### src/rtl/enemy_ctrl.sv
// Enemy sprite controller: spawns an enemy at the right edge, walks it left,
// detects rocket hits and edge misses, runs explode/respawn timers and keeps score.
module enemy_ctrl #(
   parameter int unsigned SPAWN_X       = 632,
   parameter int unsigned EXPLODE_TICKS = 200,
   parameter int unsigned RESPAWN_TICKS = 500,
   parameter int unsigned ENEMY_SIZE    = 16
) (
   input  logic        clk_1ms,
   input  logic        reset,
   input  logic [1:0]  game_state,
   input  logic [9:0]  x_rocket,
   input  logic [9:0]  y_rocket,
   input  logic [9:0]  x_ship,
   input  logic [9:0]  x,
   input  logic [9:0]  y,
   output logic [9:0]  x_enemy,
   output logic [9:0]  y_enemy,
   output logic        enemy_on,
   output logic [11:0] rgb_enemy,
   output logic        hit_pulse,
   output logic        miss_pulse,
   output logic [7:0]  score
);

   localparam int unsigned CNT_MAX  = (EXPLODE_TICKS > RESPAWN_TICKS) ? EXPLODE_TICKS : RESPAWN_TICKS;
   // Counter must be at least 5 bits because bit 4 drives the explosion flicker.
   localparam int unsigned CNT_W    = ($clog2(CNT_MAX) > 5) ? $clog2(CNT_MAX) : 5;
   localparam int unsigned HALF_BOX = 8;
   localparam int unsigned Y_BASE   = 48;
   localparam int unsigned EDGE_X   = 8;

   typedef enum logic [1:0] {IDLE, MOVE, EXPLODE, WAIT} state_t;

   state_t             state_q, state_d;
   logic [CNT_W-1:0]   cnt_q, cnt_d;
   logic [7:0]         lfsr_q, lfsr_d;
   logic [9:0]         x_enemy_q, x_enemy_d;
   logic [9:0]         y_enemy_q, y_enemy_d;
   logic [7:0]         score_q, score_d;
   logic               hit_q, hit_d;
   logic               miss_q, miss_d;

   logic               playing_c;
   logic               in_flight_c;
   logic [9:0]         dx_c, dy_c;
   logic               hit_c, miss_c;
   logic [9:0]         spawn_y_c;
   logic               visible_c;
   logic [10:0]        px_c, py_c, ex_c, ey_c;

   // Collision distances use larger-minus-smaller so no 10-bit wrap occurs.
   always_comb begin
      playing_c   = (game_state == 2'b01);
      in_flight_c = (x_rocket != x_ship);
      dx_c        = (x_rocket >= x_enemy_q) ? (x_rocket - x_enemy_q) : (x_enemy_q - x_rocket);
      dy_c        = (y_rocket >= y_enemy_q) ? (y_rocket - y_enemy_q) : (y_enemy_q - y_rocket);
      hit_c       = (state_q == MOVE) && in_flight_c &&
                    (dx_c < 10'(ENEMY_SIZE)) && (dy_c < 10'(ENEMY_SIZE));
      miss_c      = (state_q == MOVE) && (x_enemy_q <= 10'(EDGE_X)) && !hit_c;
      spawn_y_c   = 10'(Y_BASE) + {2'b00, lfsr_q};
   end

   // Next-state logic; the LFSR free-runs in every state.
   always_comb begin
      state_d   = state_q;
      cnt_d     = cnt_q;
      lfsr_d    = {lfsr_q[6:0], lfsr_q[7] ^ lfsr_q[5] ^ lfsr_q[4] ^ lfsr_q[3]};
      x_enemy_d = x_enemy_q;
      y_enemy_d = y_enemy_q;
      score_d   = score_q;
      hit_d     = 1'b0;
      miss_d    = 1'b0;
      if (!playing_c) begin
         state_d = IDLE;
         cnt_d   = '0;
      end else begin
         case (state_q)
            IDLE: begin
               x_enemy_d = 10'(SPAWN_X);
               y_enemy_d = spawn_y_c;
               cnt_d     = '0;
               state_d   = MOVE;
            end
            MOVE: begin
               if (hit_c) begin
                  hit_d   = 1'b1;
                  score_d = (score_q == 8'hFF) ? score_q : score_q + 8'd1;
                  cnt_d   = '0;
                  state_d = EXPLODE;
               end else if (miss_c) begin
                  miss_d  = 1'b1;
                  cnt_d   = '0;
                  state_d = WAIT;
               end else begin
                  x_enemy_d = x_enemy_q - 10'd1;
               end
            end
            EXPLODE: begin
               if (cnt_q == CNT_W'(EXPLODE_TICKS - 1)) begin
                  cnt_d   = '0;
                  state_d = WAIT;
               end else begin
                  cnt_d = cnt_q + CNT_W'(1);
               end
            end
            WAIT: begin
               if (cnt_q == CNT_W'(RESPAWN_TICKS - 1)) begin
                  x_enemy_d = 10'(SPAWN_X);
                  y_enemy_d = spawn_y_c;
                  cnt_d     = '0;
                  state_d   = MOVE;
               end else begin
                  cnt_d = cnt_q + CNT_W'(1);
               end
            end
            default: state_d = IDLE;
         endcase
      end
   end

   always_ff @(posedge clk_1ms) begin
      if (!reset) begin
         state_q   <= IDLE;
         cnt_q     <= '0;
         lfsr_q    <= 8'hA5;
         x_enemy_q <= 10'(SPAWN_X);
         y_enemy_q <= 10'(Y_BASE);
         score_q   <= 8'd0;
         hit_q     <= 1'b0;
         miss_q    <= 1'b0;
      end else begin
         state_q   <= state_d;
         cnt_q     <= cnt_d;
         lfsr_q    <= lfsr_d;
         x_enemy_q <= x_enemy_d;
         y_enemy_q <= y_enemy_d;
         score_q   <= score_d;
         hit_q     <= hit_d;
         miss_q    <= miss_d;
      end
   end

   // Pixel box test widened to 11 bits so the +/-8 bounds never wrap.
   always_comb begin
      px_c      = {1'b0, x};
      py_c      = {1'b0, y};
      ex_c      = {1'b0, x_enemy_q};
      ey_c      = {1'b0, y_enemy_q};
      visible_c = (state_q == MOVE) || (state_q == EXPLODE);
      enemy_on  = visible_c &&
                  (px_c + 11'(HALF_BOX) >= ex_c) && (px_c <= ex_c + 11'(HALF_BOX)) &&
                  (py_c + 11'(HALF_BOX) >= ey_c) && (py_c <= ey_c + 11'(HALF_BOX));
      rgb_enemy = 12'h000;
      if (state_q == MOVE) begin
         rgb_enemy = 12'hF00;
      end else if (state_q == EXPLODE) begin
         rgb_enemy = cnt_q[4] ? 12'hF80 : 12'hFF0;
      end
   end

   assign x_enemy    = x_enemy_q;
   assign y_enemy    = y_enemy_q;
   assign hit_pulse  = hit_q;
   assign miss_pulse = miss_q;
   assign score      = score_q;

endmodule

### config.mk
export PLATFORM = sky130hd
export DESIGN_NAME = enemy_ctrl
export DESIGN_NICKNAME = d
export VERILOG_FILES = /design/src/rtl/enemy_ctrl.sv
export SDC_FILE = /design/constraint.sdc
export NUM_CORES = 1
export LEC_CHECK = 0
export ABC_CLOCK_PERIOD_IN_PS = 11300
export BUFFER_PORTS_ARGS = -buffer_cell sky130_fd_sc_hd__buf_2
export CAP_MARGIN = 15
export CORE_AREA = 5 5 96 107
export DETAILED_ROUTE_END_ITERATION = 10
export DIE_AREA = 0 0 101 112
export GPL_ROUTABILITY_DRIVEN = 0
export PLACE_DENSITY_LB_ADDON = 0.25
export SYNTH_ARGS = -nofsm -noshare
export SYNTH_HDL_FRONTEND = slang
export SYNTH_SLANG_ARGS = --single-unit
### constraint.sdc
create_clock -name clk_1ms -period 11.3 [get_ports clk_1ms]
set_input_delay 2.26 -clock clk_1ms [delete_from_list [all_inputs] [get_ports clk_1ms]]
set_output_delay 2.26 -clock clk_1ms [all_outputs]
set_load 0.1 [all_outputs]
==> results.cfg, run 1 <==
[timing]
clock.fmax_mhz = 145.6
min_period_ns = 6.868
finClkSkew_ns = 0.004716
slew_headroom = 0.2873
worstMarginPinSlew_ns = 1.058
tns_ns = 0
rsz0062_at_grt = false
hold_viol = 0
drv_slew = 0
finalCritPeriodShare = 0.6078
setup_viol = 0

[pwr]
p_sw_w = 0.0001769
powerDensity_mw_per_mm2 = 77.57
pwr-share-clk = 0.231
p_int_w = 0.0002779
p_sw_frac = 0.3890
ir_worst_vdd_uv = 75.92
combPwrFrac = 0.373
p_seq_frac = 0.396
p_leak_nw = 2.677

[die]
core_area_sq_mm = 0.009120
num_rows = 37
initial_core_util = 0.5825
die_w_um = 101
ios = 97
die_y_um = 112
die-area_sq_mm = 0.01131

[clocking]
cts_sinks = 48
cts_hold_buf = 0
worstSkewPairLatency_ns = 0.31
cts-root-buf = clkbuf_8
cts_tree = built
post-cts-setup-buffers = 0
h-tree-depth = 2
clock_path_buffers = 2
clk_pin_slew_ns = 0.09
ctsResizeCount = 0
tritoncts.num_buffers = 5

[global_route]
track_usage = 0.2471
grt_pass1_wl_mm = 23.50
grt_pass1_vias = 5130
grtUsageMet2 = 0.4409
use_met3 = 0.02882
use_met1 = 0.3037
busiest_layer = met2
antenna_found_initial = 0
grt_overflow_total = 0
grt_start_max_net_pins = 29

[critical_path]
setup.worst_path.start_class = primary input
critical_path_class = primary input to primary output
cp-end-kind = primary output
cp.required_ns = 9.04
cp.arrival_ns = 4.61
crit_fanout = 2

[logic_synthesis]
yosysUniqueCellTypes = 70
synthFlopType = dfxtp_1
synth.avg_cell_area_sq_um = 7.871
synth_edf_count = 0
ys_ff_latch = 48
synthArstFlopShare = 0
synth_area_sq_mm = 0.005313
ys_warn_count = 0
synth-seq-area-share = 0.1809
synthCells = 675

[layout]
insertedDiodeCount = 0
drive_gt1_frac = 0.1551
fin_cells = 865
post-route-util = 0.6429
layout_common_cells = buf_2 (91), ha_1 (84), inv_1 (60)
nFillCells = 835
syn2layout_area_growth_pct = 10.36
layout_commonest_cell = buf_2
design_area_sq_mm = 0.005863
nets = 885

[job]
drv_cap = 0

[min_path]
hold_class = flop to flop

[detailed_routing]
via_count = 5342
drtPass1Iterations = 5
wl_per_cell_um = 16.74
drt-vias-per-instance = 6.176
drtAntennaViolNets = 0
post-route-drc-count = 0
drtIter0Drc = 340
routed_wl_mm = 14.48

[placement]
hpwl_mm = 11.43
dpl_cell_area_sq_mm = 0.005771
io_buffers = 91
placed_cells = 857

[run_status]
outcome = finished clean
[logic make-up (layout without fill, tap and decap cells)]
family	count (synthesis)	in the layout	synth area share
simple gates	236	236	0.2402
compound gates	161	161	0.2143
flops	48	48	0.1809
other cells	1	5	0.0007059
buf+inv	92	161	0.07442
xor+xnor	39	39	0.06429
fa+ha+maj	84	84	0.1978
mux	14	14	0.02732
[stage by stage]
step	hold WS, ns	worst slack [ns]	total power [W]
6_report	0.4577	4.432	0.0004548
5_1_grt	0.4893	4.230	0.0004794
4_1_cts	0.4647	4.407	0.0004549
3_5_place_dp	0.4416	4.412	0.0003506
3_3_place_gp	0.4350	4.438	0.0003457
2_1_floorplan	0.4106	3.283	0.0003113
[cell usage after synthesis, types with 7 or more instances]
master | number | area, sq um
inv_1 | 60 | 225.2
xor2_1 | 17 | 148.9
clkbuf_1 | 16 | 60.06
and3_1 | 15 | 93.84
a21oi_1 | 33 | 165.2
nand4_1 | 7 | 43.79
and2_1 | 8 | 50.05
nand2b_1 | 14 | 87.58
nand4b_1 | 7 | 61.31
nand2_1 | 44 | 165.2
buf_4 | 10 | 75.07
nor2b_1 | 10 | 62.56
o21a_1 | 12 | 90.09
xnor2_1 | 22 | 192.7
ha_1 | 84 | 1051
mux2i_1 | 13 | 130.1
nand3_1 | 34 | 170.2
nor4_1 | 11 | 68.82
nor3_1 | 21 | 105.1
dfxtp_1 | 48 | 960.9
nor2_1 | 35 | 131.4
o21ai_0 | 31 | 155.2
[sequential cells by signal (all words and copies together) (netlist names)]
register	count
hit_pulse	1
y_enemy	9
x_enemy	10
cnt_q	9
miss_pulse	1
score	8
lfsr_q	8
state_q	2
[worst paths after layout]
path	slack, ns	endpoint	depth (start not counted)	start
worst max-delay path	4.43	enemy_on	13	y[1]
worst min-delay path	0.46	lfsr_q[2]	1	lfsr_q[1]
worst max register to register	6.55	cnt_q[3]	12	x_enemy[7]
worst min register to register	0.46	lfsr_q[2]	1	lfsr_q[1]
[final cells by class]
class | instances | area [sq um] | area share
clock buffer | 5 | 68.82 | 0.01174
inverter | 61 | 229.0 | 0.03905
multi-input combinational | 539 | 3971 | 0.6773
sequential | 48 | 960.9 | 0.1639
clock inverter | 3 | 23.77 | 0.004055
tap | 117 | 146.4 | 0.02497
timing repair buffer | 92 | 462.9 | 0.07896
[worst max-delay path: stages]
cell,delay [ns]
buf_2,0.10
ha_1,0.29
nor2b_1,0.13
o21a_1,0.16
o21a_1,0.18
o21a_1,0.17
o21a_1,0.16
o21ai_0,0.15
a21oi_1,0.08
nor3_1,0.14
nor2_1,0.11
nor3_1,0.21
buf_2,0.45
[layer usage]
| layer | routed length, um | share of wire |
|---|---|---|
| met1 | 6016 | 0.42 |
| met2 | 7244 | 0.50 |
| met3 | 804 | 0.056 |
| met4 | 412 | 0.028 |
| met5 | 0 | 0 |
[power groups by stage]
stage	Combinational [W]	Clock [W]	Sequential [W]
5_1_grt	0.000185	0.000113	0.000181
6_report	0.000169	0.000105	0.000180
4_1_cts	0.000168	0.000107	0.000180
3_5_place_dp	0.000167	0	0.000184
3_3_place_gp	0.000162	0	0.000184
2_1_floorplan	0.000114	0	0.000197
Power figures use the tool's default switching activity.
==> run 2: changes to the inputs <==
--- a/config.mk
+++ b/config.mk
@@ -5,12 +5,12 @@
 export SDC_FILE = /design/constraint.sdc
 export NUM_CORES = 1
 export LEC_CHECK = 0
-export ABC_CLOCK_PERIOD_IN_PS = 11300
+export ABC_CLOCK_PERIOD_IN_PS = 5690
 export BUFFER_PORTS_ARGS = -buffer_cell sky130_fd_sc_hd__buf_2
 export CAP_MARGIN = 15
-export CORE_AREA = 5 5 96 107
+export CORE_AREA = 5 5 103 115
 export DETAILED_ROUTE_END_ITERATION = 10
-export DIE_AREA = 0 0 101 112
+export DIE_AREA = 0 0 108 120
 export GPL_ROUTABILITY_DRIVEN = 0
 export PLACE_DENSITY_LB_ADDON = 0.25
 export SYNTH_ARGS = -nofsm -noshare
==> constraint.sdc (replaced) <==
create_clock -name clk_1ms -period 5.69 [get_ports clk_1ms]
set_input_delay 1.138 -clock clk_1ms [delete_from_list [all_inputs] [get_ports clk_1ms]]
set_output_delay 1.138 -clock clk_1ms [all_outputs]
set_load 0.1 [all_outputs]
==> results.cfg, run 2 (same netlist as run 1, synthesis figures left out) <==
[run_status]
outcome = finished clean

[die]
num_rows = 40
initial_core_util = 0.5007
ios = 97
die_w_um = 108
die_y_um = 120
die-area_sq_mm = 0.01296
core_area_sq_mm = 0.01061

[critical_path]
cp-end-kind = flop
crit_slowest_cell = or4_1
setup.worst_path.start_class = primary input
path_buf_inv = 2
critical_path_class = primary input to flop
critical_path.top_delay_family = simple AND/OR/NAND/NOR gates
max_stage_delay_ns = 0.56
crit_fanout = 15
cp.required_ns = 5.89
path_cells = buf_2 -> inv_1 -> ha_1 -> nand2_2 -> nor4_2 -> a2111oi_4 -> and3_1 -> o21ai_0 -> or3b_2 -> or4b_4 -> or2_1 -> or4_1 -> a21oi_1
cp.arrival_ns = 5.27

[clocking]
worstSkewPairLatency_ns = 0.29
clk_pin_slew_ns = 0.06
tritoncts.num_buffers = 5
cts_hold_buf = 0
ctsResizeCount = 0
cts_sinks = 48
cts-root-buf = clkbuf_16
clock_path_buffers = 2
h-tree-depth = 2
cts_tree = built
post-cts-setup-buffers = 0

[global_route]
grt_pass1_wl_mm = 24.13
track_usage = 0.2239
grt_start_max_net_pins = 27
grt_pass1_vias = 5071
antenna_found_initial = 0
grt_overflow_total = 0

[detailed_routing]
wl_per_cell_um = 16.67
drt-vias-per-instance = 5.941
drtAntennaViolNets = 0
via_count = 5329
routed_wl_mm = 14.96
drtIter0Drc = 439
post-route-drc-count = 0
drtPass1Iterations = 5

[timing]
rsz0062_at_grt = false
tns_ns = 0
clock.fmax_mhz = 197.3
finClkSkew_ns = 0.008088
setup_viol = 0
layout_setup_ws_ns = 0.6227
holdWs_ns = 0.4633
worstMarginPinSlew_ns = 1.009
slew_headroom = 0.3204
min_period_ns = 5.067
finalCritPeriodShare = 0.8906
drv_slew = 0
hold_viol = 0

[layout]
nets = 887
insertedDiodeCount = 0
drive_gt1_frac = 0.1587
nFillCells = 1057
multi_input_area_sq_mm = 0.003976
layout_common_cells = buf_2 (91), ha_1 (84), inv_1 (60)
regArea_sq_um = 960.9
largest_register_ffs = 10
post-route-util = 0.5651
layout_commonest_cell = buf_2
syn2layout_area_growth_pct = 12.86
design_area_sq_mm = 0.005996

[pwr]
powerDensity_mw_per_mm2 = 171.6
ir_worst_vdd_uv = 152.1
p_leak_nw = 2.726

[placement]
hpwl_mm = 11.89
pre_cts_ws_ns = 0.4735
io_buffers = 91
dpl_cell_area_sq_mm = 0.005828

[min_path]
hold_class = flop to flop

[job]
drv_cap = 0
run 2: changes by cell type in the layout (fill, tap and decap cells not counted), sizes merged:
cell      change
buf           +2
bufinv        +1
clkinvlp      -1
run 2: layer usage:
| layer | up-vias | GRT usage | routed length (um) |
|---|---|---|---|
| met5 | - | 0 | 0 |
| met4 | 0 | 0.07577 | 363 |
| met3 | 33 | 0.02797 | 863 |
| met2 | 207 | 0.3888 | 7298 |
| met1 | 2488 | 0.2835 | 6431 |
| li1 | 2601 | - | - |
run 2: power by group:
| group | switching [W] | internal, W |
|---|---|---|
| combinational | 0.000220 | 0.000120 |
| sequential | 0.0000125 | 0.000346 |
| clock | 0.000124 | 0.000206 |
| total | 0.000357 | 0.000672 |
run 2: final cells by class:
cell class,count,area share
Multi-Input combinational cell,539,0.6632
Clock buffer,5,0.02087
Inverter,61,0.03819
Tap cell,147,0.03068
Sequential cell,48,0.1603
Timing Repair Buffer,94,0.07972
Clock inverter,3,0.007095
run 2: path summary, 6_finish.rpt:
check / start / endpoint / slack [ns] / cells past startpoint
max reg2reg: y_enemy[5] / score[3] / 1.14 / 12
min reg2reg: lfsr_q[1] / lfsr_q[2] / 0.46 / 1
max: y_rocket[7] / score[3] / 0.62 / 13
min: lfsr_q[1] / lfsr_q[2] / 0.46 / 1
run 2: stage by stage:
step / total power, W / std cells
after floorplan: 0.0006186 / 679
after global placement: 0.0006910 / 889
after detailed placement: 0.0007004 / 889
after CTS: 0.001032 / 897
after global routing: 0.001085 / 897
final: 0.001029 / 897
==> run 3: changes to the inputs <==
--- a/config.mk
+++ b/config.mk
@@ -5,12 +5,13 @@
 export SDC_FILE = /design/constraint.sdc
 export NUM_CORES = 1
 export LEC_CHECK = 0
+export ABC_AREA = 1
 export ABC_CLOCK_PERIOD_IN_PS = 5690
 export BUFFER_PORTS_ARGS = -buffer_cell sky130_fd_sc_hd__buf_2
 export CAP_MARGIN = 15
-export CORE_AREA = 5 5 103 115
+export CORE_AREA = 5 5 108 120
 export DETAILED_ROUTE_END_ITERATION = 10
-export DIE_AREA = 0 0 108 120
+export DIE_AREA = 0 0 113 125
 export GPL_ROUTABILITY_DRIVEN = 0
 export PLACE_DENSITY_LB_ADDON = 0.25
 export SYNTH_ARGS = -nofsm -noshare
==> results.cfg, run 3 <==
[logic_synthesis]
yosysTopAreaCellShare = 0.1757
synth-seq-area-share = 0.1606
synth-adder-area-share = 0.1757
synth_top_cell_by_area = ha_1
synthXorXnorAreaFrac = 0.07028
synthCells = 952
synth.most_common_cell = nand2_1
synthMuxAreaShare = 0
yosys.area_share.simple = 0.3457
synth-compound-area-share = 0.1249
synthFlopType = dfxtp_1
netlist_top_cells_area = ha_1 (18%), nand2_1 (16%), dfxtp_1 (16%)
ys_ff_latch = 48
ys_warn_count = 0
synthArstFlopShare = 0
synth_area_sq_mm = 0.005982
yosysUniqueCellTypes = 48
synth_edf_count = 0
yosys-top-cells-count = nand2_1 (259), inv_1 (148), ha_1 (84)
synth_top_family_by_area = simple AND/OR/NAND/NOR gates
synth.avg_cell_area_sq_um = 6.284

[critical_path]
crit_fanout = 3
crit_slowest_cell = buf_2
max_stage_delay_ns = 0.44
critical_path.top_delay_family = compound AO/OA/AOI/OAI gates
path_cells = buf_2 -> ha_1 -> a21oi_1 -> inv_1 -> nor2_1 -> nor2_1 -> a211oi_1 -> o21ai_0 -> nand3_1 -> a21boi_0 -> o21ai_0 -> nand2_1 -> a21oi_1 -> buf_2
cp.required_ns = 4.55
path_buf_inv = 3
setup.worst_path.start_class = primary input
cp-end-kind = primary output
critical_path_class = primary input to primary output
cp.arrival_ns = 3.43

[timing]
layout_setup_ws_ns = 1.118
min_period_ns = 4.572
hold_viol = 0
rsz0062_at_grt = false
tns_ns = 0
slew_headroom = 0.5873
finClkSkew_ns = 0.007581
worstMarginPinSlew_ns = 0.6126
setup_viol = 0
finalCritPeriodShare = 0.8036
drv_slew = 0
clock.fmax_mhz = 218.7

[clocking]
tritoncts.num_buffers = 5
cts_tree = built
worstSkewPairLatency_ns = 0.29
cts_hold_buf = 0
clock_path_buffers = 2
cts-root-buf = clkbuf_16
clk_pin_slew_ns = 0.06
post-cts-setup-buffers = 0
h-tree-depth = 2
ctsResizeCount = 0
cts_sinks = 48

[global_route]
track_usage = 0.2101
antenna_found_initial = 0
grt_start_max_net_pins = 20
grt_pass1_wl_mm = 25.22
grt_pass1_vias = 5454
grt_overflow_total = 0

[pwr]
ir_worst_vdd_uv = 121.8
p_total_w = 0.001178
p_leak_nw = 3.611
powerDensity_mw_per_mm2 = 177.5

[detailed_routing]
via_count = 5978
post-route-drc-count = 0
drtAntennaViolNets = 0
routed_wl_mm = 15.15
drtPass1Iterations = 5
drtIter0Drc = 302
drt-vias-per-instance = 5.032
wl_per_cell_um = 12.75

[layout]
design_area_sq_mm = 0.006636
largest_register_ffs = 10
drive_gt1_frac = 0.1335
syn2layout_area_growth_pct = 10.94
insertedDiodeCount = 0
nets = 1172
multi_input_area_sq_mm = 0.004305
layout_commonest_cell = nand2_1
regArea_sq_um = 960.9
nFillCells = 1196
layout_common_cells = nand2_1 (259), inv_1 (148), buf_2 (91)

[placement]
hpwl_mm = 12.80
dpl_cell_area_sq_mm = 0.006502
io_buffers = 91
pre_cts_ws_ns = 1.182

[die]
num_rows = 42
die_y_um = 125
die_w_um = 113
core_area_sq_mm = 0.01172
die-area_sq_mm = 0.01413
initial_core_util = 0.5105
ios = 97

[job]
drv_cap = 0

[min_path]
hold_class = flop to flop

[run_status]
outcome = finished clean
run 3: power breakdown:
part	total, W	internal (W)	leakage [nW]	switching [W]
Combinational	0.000532	0.000167	3.15	0.000365
Sequential	0.000369	0.000350	0.392	0.0000191
Clock	0.000277	0.000160	0.0667	0.000118
Total	0.00118	0.000677	3.61	0.000502
run 3: per-layer routing:
metal | wire (um) | global-route usage | vias to the layer above
li1 | - | - | 3197
met1 | 6971 | 0.2861 | 2653
met2 | 7389 | 0.3591 | 112
met3 | 562 | 0.02078 | 16
met4 | 223 | 0.04526 | 0
met5 | 0 | 0 | -
run 3: cell families after synthesis:
group	Yosys count
AND/OR/NAND/NOR	463
flip-flops	48
XOR/XNOR	48
adder cells (fa/ha/maj)	84
AO/OA/AOI/OAI	133
other	1
buffers and inverters	175
run 3: path summary, 6_finish.rpt:
check,startpoint,to,slack [ns],depth (start not counted)
hold reg to reg,lfsr_q[0],lfsr_q[1],0.43,2
hold / removal,lfsr_q[0],lfsr_q[1],0.43,2
setup reg to reg,y_enemy[4],x_enemy[9],2.64,17
setup / recovery,y[2],enemy_on,1.12,14
run 3: layout make-up:
class / instances / share of cell area
Clock inverter: 1 / 0.0007541
Tap cell: 154 / 0.02903
Timing Repair Buffer: 92 / 0.06976
Sequential cell: 48 / 0.1448
Multi-Input combinational cell: 733 / 0.6488
Clock buffer: 6 / 0.01942
Inverter: 154 / 0.08748
run 3: per-stage QoR:
step                utilization  instances  hold slack, ns
floorplan                     -        956          0.4040
global placement         0.5549       1181          0.4145
detailed placement       0.5549       1181          0.4232
CTS                      0.5663       1188          0.4327
global route             0.5663       1188          0.4507
finish                   0.5663       1188          0.4290
run 3: tightest hold or removal path, delay by kind of cell (launching register included):
kind / cells / cell delay [ns]
buffers and inverters: 1 / 0.03
and+or+nand+nor: 1 / 0.05
DFF: 1 / 0.30
